--- config.mk ---
export PLATFORM = sky130hd
export DESIGN_NAME = fc_mac_sequencer
export DESIGN_NICKNAME = d
export VERILOG_FILES = /design/src/rtl/fc_pkg.sv /design/src/rtl/fc_mac.sv /design/src/rtl/fc_mac_sequencer.sv
export SDC_FILE = /design/constraint.sdc
export NUM_CORES = 1
export LEC_CHECK = 0
export ABC_AREA = 0
export CAP_MARGIN = 25
export CORE_UTILIZATION = 35
export CTS_CLUSTER_SIZE = 14
export DETAILED_ROUTE_END_ITERATION = 8
export GPL_TIMING_DRIVEN = 0
export HOLD_SLACK_MARGIN = 0.05
export PLACE_DENSITY = 0.59
export SLEW_MARGIN = 0
export SYNTH_ARGS = -nofsm -noshare
export SYNTH_HDL_FRONTEND = slang
export SYNTH_SLANG_ARGS = --single-unit
--- constraint.sdc ---
create_clock -name clk -period 7.4 [get_ports clk]
set_input_delay 1.48 -clock clk [delete_from_list [all_inputs] [get_ports clk]]
set_output_delay 1.48 -clock clk [all_outputs]
set_load 0.01 [all_outputs]
--- src/rtl/fc_pkg.sv ---
// Shared types and fixed-point helpers for the fully-connected layer sequencer.
// Q8.8 operands; the accumulator carries Q16.16 products until the final shift.
package fc_pkg;

    localparam int FRAC_BITS = 8;
    // Working width for the shift/saturate step; the accumulator must fit within it.
    localparam int SAT_W = 64;

    typedef enum logic [2:0] {
        ST_IDLE,
        ST_MAC,
        ST_BIAS,
        ST_WRITE,
        ST_DONE
    } state_t;

    // Drops the extra fraction bits (arithmetic shift, rounds toward -inf) and
    // clamps to the signed range of a 'width'-bit word.
    function automatic logic signed [SAT_W-1:0] saturate_round(
        input logic signed [SAT_W-1:0] acc,
        input int unsigned             width
    );
        logic signed [SAT_W-1:0] shifted;
        logic signed [SAT_W-1:0] max_v;
        logic signed [SAT_W-1:0] min_v;
        shifted = acc >>> FRAC_BITS;
        max_v   = (SAT_W'(1) << (width - 1)) - SAT_W'(1);
        min_v   = ~max_v;
        if (shifted > max_v) begin
            return max_v;
        end
        if (shifted < min_v) begin
            return min_v;
        end
        return shifted;
    endfunction

endpackage

--- src/rtl/fc_mac.sv ---
// Multiply-accumulate datapath for one output neuron: Q8.8 x Q8.8 products and a
// Q8.8 bias are summed at Q16.16, then shifted, saturated and optionally ReLU-clamped.
module fc_mac
    import fc_pkg::*;
#(
    parameter int SIZE  = 16,
    parameter int IN_SZ = 2,
    parameter int RELU  = 0
) (
    input  logic                   clk,
    input  logic                   rst_n,
    input  logic                   i_clear,
    input  logic                   i_mac_en,
    input  logic                   i_bias_en,
    input  logic signed [SIZE-1:0] i_act,
    input  logic signed [SIZE-1:0] i_weight,
    output logic        [SIZE-1:0] o_result
);

    // Sized so IN_SZ full-scale products plus one bias can never wrap.
    localparam int ACC_W = 2 * SIZE + $clog2(IN_SZ + 1);

    logic signed [ACC_W-1:0]  r_acc;
    logic signed [2*SIZE-1:0] w_prod;
    logic signed [SAT_W-1:0]  w_sat;
    logic signed [SIZE-1:0]   w_res;

    assign w_prod = i_act * i_weight;

    // NOTE: state updates use non-blocking assignments so every flop samples pre-edge values.
    always_ff @(posedge clk or negedge rst_n) begin
        if (!rst_n) begin
            r_acc <= '0;
        end else if (i_clear) begin
            r_acc <= '0;
        end else if (i_mac_en) begin
            r_acc <= r_acc + ACC_W'(w_prod);
        end else if (i_bias_en) begin
            r_acc <= r_acc + (ACC_W'(i_weight) <<< FRAC_BITS);
        end
    end

    assign w_sat    = saturate_round(SAT_W'(r_acc), SIZE);
    assign w_res    = SIZE'(w_sat);
    assign o_result = ((RELU != 0) && w_res[SIZE-1]) ? '0 : w_res;

endmodule

--- src/rtl/fc_mac_sequencer.sv ---
// Walks a row-major weight/bias stream through one fully-connected layer and
// emits one write per output neuron, followed by a single-cycle done pulse.
module fc_mac_sequencer
    import fc_pkg::*;
#(
    parameter int SIZE   = 16,
    parameter int IN_SZ  = 2,
    parameter int OUT_SZ = 2,
    parameter int RELU   = 0
) (
    input  logic                    clk,
    input  logic                    rst_n,
    input  logic                    start,
    input  logic [IN_SZ*SIZE-1:0]   in_values,
    input  logic                    w_valid,
    input  logic [SIZE-1:0]         w_data,
    output logic                    w_ready,
    output logic                    load_en,
    output logic [SIZE-1:0]         load_value,
    output logic [SIZE-1:0]         load_address,
    output logic                    busy,
    output logic                    done
);

    localparam int I_W = (IN_SZ > 1) ? $clog2(IN_SZ) : 1;
    localparam int J_W = (OUT_SZ > 1) ? $clog2(OUT_SZ) : 1;
    localparam logic [I_W-1:0] I_LAST = I_W'(IN_SZ - 1);
    localparam logic [J_W-1:0] J_LAST = J_W'(OUT_SZ - 1);

    state_t          r_state;
    state_t          w_state_next;
    logic [I_W-1:0]  r_i;
    logic [J_W-1:0]  r_j;
    logic [SIZE-1:0] r_snap [IN_SZ];
    logic [SIZE-1:0] r_last_value;
    logic [SIZE-1:0] r_last_addr;
    logic            w_clear;
    logic            w_mac_en;
    logic            w_bias_en;
    logic [SIZE-1:0] w_result;
    logic [SIZE-1:0] w_addr;

    always_ff @(posedge clk or negedge rst_n) begin
        if (!rst_n) begin
            r_state <= ST_IDLE;
        end else begin
            r_state <= w_state_next;
        end
    end

    // NOTE: every output gets a default before the case so no path infers a latch.
    always_comb begin
        w_state_next = r_state;
        w_clear      = 1'b0;
        w_mac_en     = 1'b0;
        w_bias_en    = 1'b0;
        w_ready      = 1'b0;
        load_en      = 1'b0;
        busy         = 1'b1;
        done         = 1'b0;
        case (r_state)
            ST_IDLE: begin
                busy = 1'b0;
                if (start) begin
                    w_clear      = 1'b1;
                    w_state_next = ST_MAC;
                end
            end
            ST_MAC: begin
                w_ready = 1'b1;
                if (w_valid) begin
                    w_mac_en = 1'b1;
                    if (r_i == I_LAST) begin
                        w_state_next = ST_BIAS;
                    end
                end
            end
            ST_BIAS: begin
                w_ready = 1'b1;
                if (w_valid) begin
                    w_bias_en    = 1'b1;
                    w_state_next = ST_WRITE;
                end
            end
            ST_WRITE: begin
                load_en      = 1'b1;
                w_clear      = 1'b1;
                w_state_next = (r_j == J_LAST) ? ST_DONE : ST_MAC;
            end
            ST_DONE: begin
                done         = 1'b1;
                w_state_next = ST_IDLE;
            end
            default: begin
                w_state_next = ST_IDLE;
            end
        endcase
    end

    always_ff @(posedge clk or negedge rst_n) begin
        if (!rst_n) begin
            r_i          <= '0;
            r_j          <= '0;
            r_last_value <= '0;
            r_last_addr  <= '0;
            // NOTE: the snapshot is plain flops (not a RAM), so it is cleared on reset like any other register.
            for (int k = 0; k < IN_SZ; k++) begin
                r_snap[k] <= '0;
            end
        end else begin
            case (r_state)
                ST_IDLE: begin
                    if (start) begin
                        r_i <= '0;
                        r_j <= '0;
                        for (int k = 0; k < IN_SZ; k++) begin
                            r_snap[k] <= in_values[k*SIZE +: SIZE];
                        end
                    end
                end
                ST_MAC: begin
                    if (w_valid) begin
                        r_i <= (r_i == I_LAST) ? '0 : r_i + I_W'(1);
                    end
                end
                ST_WRITE: begin
                    r_last_value <= w_result;
                    r_last_addr  <= w_addr;
                    if (r_j != J_LAST) begin
                        r_j <= r_j + J_W'(1);
                        r_i <= '0;
                    end
                end
                default: begin
                end
            endcase
        end
    end

    assign w_addr = SIZE'(r_j);

    // Outputs show the live result during WRITE and hold the last write otherwise.
    assign load_value   = (r_state == ST_WRITE) ? w_result : r_last_value;
    assign load_address = (r_state == ST_WRITE) ? w_addr   : r_last_addr;

    fc_mac #(
        .SIZE  (SIZE),
        .IN_SZ (IN_SZ),
        .RELU  (RELU)
    ) u_fc_mac (
        .clk       (clk),
        .rst_n     (rst_n),
        .i_clear   (w_clear),
        .i_mac_en  (w_mac_en),
        .i_bias_en (w_bias_en),
        .i_act     (r_snap[r_i]),
        .i_weight  (w_data),
        .o_result  (w_result)
    );

endmodule

==> impl_metrics.tcl <==
set metrics [dict create \
    synth_cell_type_count 62 \
    grt_max_degree 68 \
    syn_avg_cell_area_um2 9.66 \
    initial_core_util 0.355 \
    core_mm2 0.0466 \
    drive_gt1_frac 0.0814 \
    synth_flop_cell "dfrtp_1" \
    worstPathRequired_ns 7.61 \
    cts_sinks 103 \
    fp-row-count 79 \
    die_width_um 219 \
    grt_pass1_vias 12769 \
    instances_no_fill 2426 \
    place_ws_ns -1.56 \
    cp_cell_sequence "buf_4 > clkbuf_8 > nand2_1 > fa_1 > inv_1 > fa_1 > inv_1 > fa_1 > inv_1 > fa_1 > fa_1 > inv_1 > fa_1 > inv_1 > ha_1 > nand4_1 > or3_4 > a211o_4 > a21oi_4 > nor3_4 > o31ai_2 > xnor2_1 > o221ai_2" \
    layout_min_cycle_time_ns 7.22 \
    ys_ff_latch 103 \
    synth_enable_flop_cells 0 \
    drt_iter0_drc 743 \
    areaGrowthSynthToFinish_pct 13.1 \
    synth_top_cell_area_share 0.371 \
    gp_congestion 0.904 \
    synth.area.top_cells "fa_1, dfrtp_1, ha_1" \
    fp.dieArea_mm2 0.0481 \
    grt.overflow.total 0 \
    ys_seq_area_frac 0.156 \
    cts_tree "built" \
    crit_type "input pin to flop" \
    r2r_start "r_i" \
    crit_arrival_ns 7.43 \
    cpPeakStageDelay_ns 0.54 \
    antenna_cells 0 \
    min_path_type "flop to flop" \
    status "finished clean" \
    min_path_cells 1 \
    drv_slew 0 \
    cp-end-kind "flop" \
    worstMarginPinSlew_ns 0.927 \
    maxCapViolCount 0 \
    cts_made_buffers 9 \
    slew_headroom 0.381 \
    yosysWarnings 0 \
    path_max_fanout 10 \
    regToRegEndpoint "u_fc_mac.r_acc[33]" \
    antenna_left 0 \
    synth-async-reset-ratio 1.00 \
    finalCritPeriodShare 0.975 \
    grt.total_usage 0.193 \
    holdPathEnd "r_last_addr[4]" \
    fin_nets 2299 \
    hp-start "r_last_addr[4]" \
    clockRootBuffer "clkbuf_16" \
    die_height_um 219 \
    start_kind "input pin" \
    place_inst 2406 \
    fmax_ghz 0.139 \
    htreeDepth 3 \
    dp_hpwl_mm 36.5 \
    ios 88 \
    grt_first_pass_wirelength_mm 70.8 \
    drt_wl_total_mm 43.8 \
    setup_viol 0 \
    yosysTopAreaCell "fa_1" \
    drc 0 \
    route.detailed.wl_per_inst_um 18.0 \
    drt-vias-per-instance 4.97 \
    worst_path_max_delay_cell "fa_1" \
    clockBufferDepth 2 \
    port_buffers 86 \
    antenna_found_initial 4 \
    path_common_cell "fa_1" \
    whs_ns 0.478 \
    hold_viol_final 0 \
    synth_nets 2197 \
    timing.reg2reg.setup_slack_ns 0.25 \
    yosysMostFrequentCell "inv_1" \
    setup_ws_ns 0.183 \
    syn_inst 1712 \
    clock_skew_ns 0.0118 \
    netlist_area_mm2 0.0165 \
    vias 12063 \
    clock_latency_ns 0.35 \
    dr.pass1.iters 5 \
    synth_commonest_cells "inv_1, fa_1, nand2_1, ha_1, and2_1" \
    finalSetupTns_ns 0 \
    reg2reg_depth 23 \
    cts.reportedPaths.clkPinSlew_ns 0.07 \
]
[how the worst max path moves through the flow]
stage	cells after the start	to	slack, ns	from
after global placement	21	u_fc_mac.r_acc[33]	-1.45	w_data[1]
after CTS	21	u_fc_mac.r_acc[32]	0.004	w_data[13]
after global routing	22	u_fc_mac.r_acc[26]	-0.03	w_data[15]
final	23	u_fc_mac.r_acc[33]	0.18	w_data[7]
after detailed placement	21	u_fc_mac.r_acc[33]	-1.56	w_data[1]
after floorplan	21	u_fc_mac.r_acc[26]	0.18	w_data[1]
[final cells by class]
type	count	area [um2]
flip-flops and latches	103	2580
clock inverters	7	78.8
repair buffers	92	865
well taps	607	759
multi-input cells	1205	12500
fillers	4591	27900
plain buffers	54	325
clock buffers	9	225
inverters	349	1320
[flip-flops by register name (all words and copies together) (netlist names)]
name	cells
r_i	1
r_j	1
r_last_addr	16
r_last_value	16
r_snap	32
r_state	3
u_fc_mac.r_acc	34
[layout by cell type, fill, tap and decap left out, types with 6 or more instances in the layout]
| cell type | Yosys | layout |
|---|---|---|
| inv_1 | 349 | 347 |
| fa_1 | 306 | 304 |
| nand2_1 | 184 | 181 |
| ha_1 | 127 | 126 |
| and2_1 | 124 | 124 |
| dfrtp_1 | 103 | 103 |
| clkdlybuf4s50_1 | 0 | 69 |
| o21ai_0 | 62 | 59 |
| nor2_1 | 58 | 58 |
| a21oi_1 | 51 | 50 |
| mux2_2 | 47 | 42 |
| xnor2_1 | 38 | 38 |
| clkbuf_1 | 54 | 26 |
| a21o_1 | 26 | 26 |
| xor2_1 | 20 | 20 |
| nor2b_1 | 18 | 18 |
| clkbuf_4 | 0 | 14 |
| buf_4 | 0 | 13 |
| or3_1 | 11 | 10 |
| clkbuf_2 | 0 | 9 |
| nand2b_1 | 9 | 9 |
| o21a_1 | 9 | 9 |
| a22oi_1 | 9 | 9 |
| clkbuf_16 | 0 | 9 |
| buf_2 | 1 | 7 |
| nand4_1 | 7 | 7 |
| a211oi_1 | 8 | 7 |
| clkbuf_8 | 0 | 6 |
| o21ai_1 | 4 | 6 |
| o221ai_1 | 6 | 6 |
[logic make-up (layout without fill, tap and decap cells)]
| family | Yosys count | count (layout) | share of synthesized area |
|---|---|---|---|
| AO/OA/AOI/OAI | 224 | 224 | 0.0904 |
| XOR/XNOR | 58 | 58 | 0.0307 |
| adder cells (fa/ha/maj) | 433 | 433 | 0.467 |
| buffers and inverters | 404 | 511 | 0.0918 |
| flip-flops | 103 | 103 | 0.156 |
| multiplexers | 51 | 51 | 0.0344 |
| AND/OR/NAND/NOR | 439 | 439 | 0.130 |
[worst max-delay path, delay by kind of cell]
| kind | cells | cell delay (ns) |
|---|---|---|
| AOI/OAI and AO/OA | 4 | 0.91 |
| xor gates and xnor gates | 1 | 0.20 |
| adders and majority gates | 7 | 3.37 |
| buffers and inverters | 7 | 0.70 |
| and+or+nand+nor | 4 | 0.73 |
[repair_timing]
| action | CTS | global route |
|---|---|---|
| setup endpoints to repair | 20 | 10 |
| hold buffers | 0 | 0 |
| buffers inserted | 1 | 4 |
| gates resized for setup | 126 | 41 |
| pin swaps | 3 | 4 |
[routing by layer]
metal  wire, um  global-route usage  up-vias
met2      21100               0.317      269
met3       2260              0.0258       50
li1           -                   -     5531
met1      19500               0.267     6211
met5         13                   0        -
met4        877              0.0502        2
[stage by stage]
| step | util | instance area (um2) |
|---|---|---|
| 6_report | 0.402 | 18700 |
| 5_1_grt | 0.402 | 18700 |
| 4_1_cts | 0.400 | 18600 |
| 3_5_place_dp | 0.391 | 18200 |
| 3_3_place_gp | 0.390 | 18100 |
| 2_1_floorplan | - | 16500 |
Power is not shown: default switching activity piles up to over one toggle a cycle in this logic, so the estimate is an artifact.
